==> config.mk <==
export PLATFORM = sky130hd
export DESIGN_NAME = demux_with_encoder
export DESIGN_NICKNAME = d
export VERILOG_FILES = /design/src/rtl/demux_pkg.sv /design/src/rtl/demux_with_encoder_slot.sv /design/src/rtl/demux_with_encoder.sv
export SDC_FILE = /design/constraint.sdc
export NUM_CORES = 1
export LEC_CHECK = 0
export BUFFER_PORTS_ARGS = -buffer_cell sky130_fd_sc_hd__buf_2
export CORE_MARGIN = 8
export CORE_UTILIZATION = 50
export DETAILED_ROUTE_END_ITERATION = 10
export PLACE_DENSITY = 0.79
export SLEW_MARGIN = 10
export SYNTH_ARGS = -nofsm -noshare
export SYNTH_HDL_FRONTEND = slang
export SYNTH_SLANG_ARGS = --single-unit
==> constraint.sdc <==
create_clock -name clk -period 6.9 [get_ports clk]
set_clock_uncertainty 0.05 [all_clocks]
set_input_delay 1.38 -clock clk [delete_from_list [all_inputs] [get_ports clk]]
set_output_delay 1.38 -clock clk [all_outputs]
set_load 0.02 [all_outputs]
==> src/rtl/demux_pkg.sv <==
// demux_pkg: shared definitions for the 4-channel receive-side demux.
//   NUM_CH / CH_W : channel count and width of the binary channel code.
//   slot_state_e  : per-slot occupancy state.
//   dec2to4       : binary code -> one-hot enable, identical to the source-side select decode.
//   popcount4     : number of set bits in a 4-bit vector.
package demux_pkg;

    localparam int NUM_CH = 4;
    localparam int CH_W   = 2;

    typedef enum logic {
        SLOT_EMPTY = 1'b0,
        SLOT_FULL  = 1'b1
    } slot_state_e;

    function automatic logic [NUM_CH-1:0] dec2to4(input logic [CH_W-1:0] code);
        logic [NUM_CH-1:0] oh;
        oh = '0;
        oh[code] = 1'b1;
        return oh;
    endfunction

    function automatic logic [2:0] popcount4(input logic [NUM_CH-1:0] v);
        logic [2:0] n;
        n = '0;
        for (int i = 0; i < NUM_CH; i++) begin
            n = n + {2'b00, v[i]};
        end
        return n;
    endfunction

endpackage

==> src/rtl/demux_with_encoder_slot.sv <==
// demux_slot: one-deep holding register for a single output channel.
//   clk, rst_n : clock, asynchronous active-low reset (clears valid and data).
//   wr_en      : write the incoming word this cycle.
//   wr_data    : incoming word.
//   ack        : consumer takes the held word this cycle (ignored when empty).
//   data       : held word.
//   valid      : slot holds an unconsumed word.
module demux_slot
    import demux_pkg::*;
#(
    parameter int WIDTH = 8
) (
    input  logic             clk,
    input  logic             rst_n,
    input  logic             wr_en,
    input  logic [WIDTH-1:0] wr_data,
    input  logic             ack,
    output logic [WIDTH-1:0] data,
    output logic             valid
);

    slot_state_e      state_p1;
    logic [WIDTH-1:0] data_p1;

    // Stage 1: slot register, one cycle from write to visibility.
    always_ff @(posedge clk or negedge rst_n) begin
        if (!rst_n) begin
            state_p1 <= SLOT_EMPTY;
            data_p1  <= '0;
        end else begin
            case (state_p1)
                SLOT_EMPTY: begin
                    if (wr_en) begin
                        state_p1 <= SLOT_FULL;
                        data_p1  <= wr_data;
                    end
                end
                SLOT_FULL: begin
                    // A write is only honoured together with an ack (bypass refill);
                    // a full, un-acked slot is never overwritten.
                    if (ack) begin
                        if (wr_en) begin
                            data_p1 <= wr_data;
                        end else begin
                            state_p1 <= SLOT_EMPTY;
                        end
                    end
                end
                default: state_p1 <= SLOT_EMPTY;
            endcase
        end
    end

    assign data  = data_p1;
    assign valid = (state_p1 == SLOT_FULL);

endmodule

==> src/rtl/demux_with_encoder.sv <==
// demux_with_encoder: routes a bus word to one of four one-deep channel slots.
//   clk, rst_n : clock, asynchronous active-low reset.
//   d          : binary channel code selecting the target slot.
//   y          : bus data word.
//   in_valid   : upstream offers y to channel d.
//   in_ready   : offer accepted this cycle (combinational).
//   ch_data    : slot k contents at [k*WIDTH +: WIDTH].
//   ch_valid   : slot k holds an unconsumed word.
//   ch_ack     : consumer k takes its word.
//   occupancy  : number of full slots (0..4).
module demux_with_encoder
    import demux_pkg::*;
#(
    parameter int WIDTH = 8
) (
    input  logic                    clk,
    input  logic                    rst_n,
    input  logic [CH_W-1:0]         d,
    input  logic [WIDTH-1:0]        y,
    input  logic                    in_valid,
    output logic                    in_ready,
    output logic [NUM_CH*WIDTH-1:0] ch_data,
    output logic [NUM_CH-1:0]       ch_valid,
    input  logic [NUM_CH-1:0]       ch_ack,
    output logic [2:0]              occupancy
);

    logic [NUM_CH-1:0] sel_oh;
    logic              accept;
    logic [NUM_CH-1:0] wr_en;
    logic              inc;
    logic [2:0]        dec;
    logic [2:0]        occ_p1;

    assign sel_oh   = dec2to4(d);
    // Only the addressed slot gates ready; an ack on it frees it in the same cycle.
    assign in_ready = ~ch_valid[d] | ch_ack[d];
    assign accept   = in_valid & in_ready;
    assign wr_en    = accept ? sel_oh : '0;

    for (genvar k = 0; k < NUM_CH; k++) begin : g_slot
        demux_slot #(.WIDTH(WIDTH)) u_slot (
            .clk     (clk),
            .rst_n   (rst_n),
            .wr_en   (wr_en[k]),
            .wr_data (y),
            .ack     (ch_ack[k]),
            .data    (ch_data[k*WIDTH +: WIDTH]),
            .valid   (ch_valid[k])
        );
    end

    // Refilling an acked slot leaves its count unchanged, so it is neither inc nor dec.
    assign inc = accept & ~ch_valid[d];
    assign dec = popcount4(ch_ack & ch_valid & ~wr_en);

    // Stage 1: occupancy counter, tracks popcount(ch_valid).
    always_ff @(posedge clk or negedge rst_n) begin
        if (!rst_n) begin
            occ_p1 <= '0;
        end else begin
            occ_p1 <= occ_p1 + {2'b00, inc} - dec;
        end
    end

    assign occupancy = occ_p1;

endmodule

Yosys cells after proc, flatten, opt, wreduce, memory -nomap -nowiden
Cells that the tools add are included.
{"block": "word_totals", "reg_bits": 39, "in_bits": 17, "output_inout_bits": 40, "word_cells": 63}
{"block": "op_classes", "add_sub_neg": 5, "n_lt_le_gt_ge": 2, "eq_ne": 4, "n_mux": 31, "bitwise_logic": 11, "reduce_logical": 1}
{"operator": "two-way mux 8 bit", "count": 8}
{"operator": "case mux 8 bit (2 select lines)", "count": 4}
{"operator": "two-way mux 1 bit", "count": 11}
{"operator": "bitwise AND 4 bit", "count": 2}
{"operator": "inequality test 2 bit, second input constant", "count": 4}
{"operator": "case mux 1 bit (2 select lines)", "count": 4}
{"operator": "adder 3 x 1 -> 3 bit", "count": 2}
{"operator": "inverter 1 bit", "count": 5}
{"operator": "binary-select mux 1 bit (select 2 bit)", "count": 2}
{"operator": "two-way mux 4 bit", "count": 1}
{"operator": "inverter 4 bit", "count": 1}
{"operator": "adder 2 x 1 -> 3 bit", "count": 1}
{"operator": "less-than comparator 2 x 3 -> 1 bit, second input constant", "count": 1}
{"operator": "subtractor 3 bit", "count": 1}
{"operator": "adder 1 x 1 -> 2 bit", "count": 1}
{"operator": "bitwise AND 1 bit", "count": 2}
{"operator": "demux 1 bit (select 2 bit)", "count": 1}
{"operator": ">= comparator 2 x 1 -> 1 bit, second input constant", "count": 1}
{"operator": "logical AND 1 bit", "count": 1}
{"operator": "bitwise OR 1 bit", "count": 1}

Logic depth before layout (Yosys ltp)
{"block": "depth", "depth_word": 12, "depth_mapped": 11, "ltp_nobuf": 10}

Hierarchy
From an unflattened synthesis, not the netlist that was laid out.
{"block": "unflattened", "hier_cells": 118, "hier_area_um2": 1885.6}
{"module": "demux_slot", "n_inst": 4, "cells_per_inst": 20, "area_per_inst_um2": 377.9, "seq_area_each_um2": 225.2}
{"module": "demux_with_encoder", "n_inst": 1, "cells_per_inst": 38, "area_per_inst_um2": 374.1, "seq_area_each_um2": 75.1}

Worst setup path after synthesis
Ideal clock, no wire load.
{"block": "synth_timing", "path_type": "input to register", "start": "input d[0]", "end": "register occ_p1[2] (netlist: occupancy[2])", "setup_time_ps": 125, "t_arrival_ps": 4116, "required_ps": 6725, "setup_slack_ps": 2609, "stages": 9, "path_buffers": 1, "path_cell_list": "buf_6 mux4_2 a211oi_4 nor2_1 fa_1 ha_1 fa_1 xor2_1 xnor2_1"}
{"block": "synth_between", "elab_chain_cells": 12, "word_cells_on_any_way": 21, "cone_classes": "add/sub: 5; order compare: 2; mux: 7; bitwise: 6; reduce/logical: 1"}
{"item": "start, declared", "line": "demux_with_encoder.sv:18", "rtl": "input logic [CH_W-1:0] d,"}
{"item": "parallel branches: the longest is 11 deep, another holds less-than comparator 2 x 3 -> 1 bit"}
{"item": "subtractor 3 bit *", "line": "demux_with_encoder.sv:62", "rtl": "occ_p1 <= occ_p1 + {2'b00, inc} - dec;"}
{"item": "end signal, assigned", "line": "demux_with_encoder.sv:62"}
{"item": "end, declared", "line": "demux_with_encoder.sv:33", "rtl": "logic [2:0] occ_p1;"}
Mark *: on every way between the ends. The select of a mux whose other input is x is not followed.
A chain may end at the register's enable or synchronous reset.

Final worst setup path
Ends and elaborated chain as after synthesis.

==> out/results.txt <==
CTS H-Tree Depth: 2
Crit. End Element: flip-flop
final core occ: 63.5%
CP max FO: 10
worst vdd ir: 0.000192 V
Post-CTS Setup Bufs: 0
Finished Cell Area: 0.00212 mm^2
Die W: 75 um
io pins: 57
fin crit period: 4270 ps
clk_lat worst skew: 340 ps
hold_sp: g_slot[3].u_slot.data[1]$_DFFE_PN0P_
synth unique cells: 16
crit start category: input port
leak pwr: 1.05 nW
#FFs+latches synth: 39
final WL: 3760 um
Worst slew margin: 43.4%
min setup slack post-route: 2630 ps
post-cts resize count: 0
Syn Area/Cell: 14.7 um^2
Initial DRT Pass Iterations: 4
max-cap violation count: 0
routed vias/inst: 5.01
FFs w/ async S/R, synth: 100%
clock sinks: 39
Compound-Gate Fraction of Synth Area: 6.33%
Detailed Place HPWL: 2940 um
WL per Instance: 16.8 um
Req. time, crit path: 7090 ps
Final Non-Filler Cells: 223
worst r2r path cells: 8
Vias: 1117
fin. max-slew vios: 0
synthesized instance count: 118
Yosys top cell by area: dfrtp_1
die area: 0.00563 mm^2
CTS Buf Count: 5
post-synthesis sequential area ratio: 56.1%
FP Rows: 21
Least-Margin Pin Slew: 849 ps
final hold vios: 0
GP Congestion: 0.866
critical path arrival: 4460 ps
sequential cell area: 976 um^2
Post-synth EDFFs: 0
layout net count: 198
total grt overflow: 0
RR Endpoint: occupancy[2]$_DFF_PN0_
Max Clk Rate: 234 MHz
Synth Area in XOR/XNOR: 1.51%
flop-to-flop setup slack: 3460 ps
cell area after placement: 0.00204 mm^2
first-pass GRT wire length: 6360 um
top post-synthesis cells by area: dfrtp_1 56%, mux2_2 21%, a211oi_4 4.6%
number of instances in the placed design: 215
vias in the first global route: 1260
Worst Setup Path Type: in -> reg
initial antenna violation count: 0
DRT iter0 DRCs: 92
# fillers: 294
Synth Area in Adders: 4.89%
P per Cell Area: 340 mW/mm^2
Layout area overhead: 21.7%
most common cell in the netlist: dfrtp_1
IO buf count: 56
post-synth top area share: 56.1%
most common flop cell mapped by yosys: dfrtp_1
setup_tns: 0 ps
drc violations: 0
Hold Crit Class: reg -> reg
Tcrit/Tclk final: 61.8%
Die Height: 75 um
Setup Viol. Count Final: 0
root buffer cell: clkbuf_4
r2r startpoint: g_slot[0].u_slot.valid$_DFF_PN0_
Worst Hold Depth: 1
clock buffer depth: 2
largest net degree at the start of global routing: 40
Reg clk slew, reported paths: 120 ps
starting density of the core: 52.2%
share of cells above drive strength 1: 57.6%
Post-Syn Area: 0.00174 mm^2
Post-synth top cells: 39 x dfrtp_1, 33 x mux2_2, 10 x inv_1, 6 x nand2_1
status: complete, no violations
CTS tree: done
RSZ-0062 raised after global routing: no
Ys Warns: 0
Min-Delay Endpoint: g_slot[3].u_slot.data[1]$_DFFE_PN0P_
largest family of logic cells by synthesized area: multiplexers
antenna cell count: 0
post-synthesis mux area share: 23.8%
pre-CTS setup slack: 2230 ps
post-route ant nets: 0
Post-Synth Simple-Gate Area: 2.88%
syn nets: 140
Total Routing Usage GR: 15.4%
CTS hold repair buffers: 0
area occupied by multi-input gates: 686 um^2
Core Area: 0.00334 mm^2
## registers in the layout, summed over array words and instances (netlist names)
| signal | flops |
|---|---|
| g_slot.u_slot.data | 32 |
| g_slot.u_slot.valid | 4 |
| occupancy | 3 |
## layout make-up
cell class | instances | share of cell area (%)
multi-input combinational | 64 | 32.4
timing repair buffer | 56 | 13.2
inverter | 10 | 1.77
tap | 46 | 2.72
clock buffer | 5 | 1.77
clock inverter | 3 | 2.07
sequential | 39 | 46.1
## worst max-delay path, cell delays in order
cell      delay [ps]
buf_2            180
mux4_2           670
a211oi_4         580
nor2_1           150
fa_1             440
ha_1             310
fa_1             440
xor2_1           160
xnor2_1          130
## layer usage
layer  wire length (um)  track usage [%]  up-vias
li1                   -                -      511
met1               1470             17.3      554
met2               1860             25.0       45
met3                384             6.66        7
met4                 40             5.87        0
met5                  0                0        -
## power by group
part	internal, mW	total, mW	switching [mW]
Clock	0.0762	0.151	0.0750
Combinational	0.105	0.257	0.152
Sequential	0.283	0.312	0.0293
## worst max-delay path by stage
stage | depth (start not counted) | startpoint | endpoint | slack (ps)
after detailed placement | 9 | d[0] | occupancy[2]$_DFF_PN0_ | 2230
after floorplan | 9 | d[0] | occupancy[2]$_DFF_PN0_ | 2610
final | 9 | d[0] | occupancy[2]$_DFF_PN0_ | 2630
after global routing | 11 | d[0] | occupancy[2]$_DFF_PN0_ | 2470
after CTS | 9 | d[0] | occupancy[2]$_DFF_PN0_ | 2620
after global placement | 9 | d[0] | occupancy[2]$_DFF_PN0_ | 2310
## layout by cell type, fill, tap and decap left out
master and count:
a211oi_4 4, a21o_1 4, buf_2 56, bufinv_16 1, clkbuf_4 5, clkinv_2 1, clkinv_4 1, dfrtp_1 39
fa_1 3, ha_1 2, inv_1 10, mux2_2 33, mux2i_1 2, mux4_2 1, nand2_1 6, nand2b_1 2
nor2_1 4, xnor2_1 2, xor2_1 1
## through the flow
stage                     total power, mW  hold WS, ps
after global routing                0.766          472
after floorplan                     0.483          440
final                               0.720          463
after global placement              0.563          435
after CTS                           0.732          466
after detailed placement            0.578          440
## cell families after synthesis
logic type | Yosys count
flip-flops | 39
multiplexers | 36
buffers and inverters | 15
AND/OR/NAND/NOR | 12
AO/OA/AOI/OAI | 8
adder cells (fa/ha/maj) | 5
XOR/XNOR | 3
Note: power is estimated with default switching activity, not from simulation.
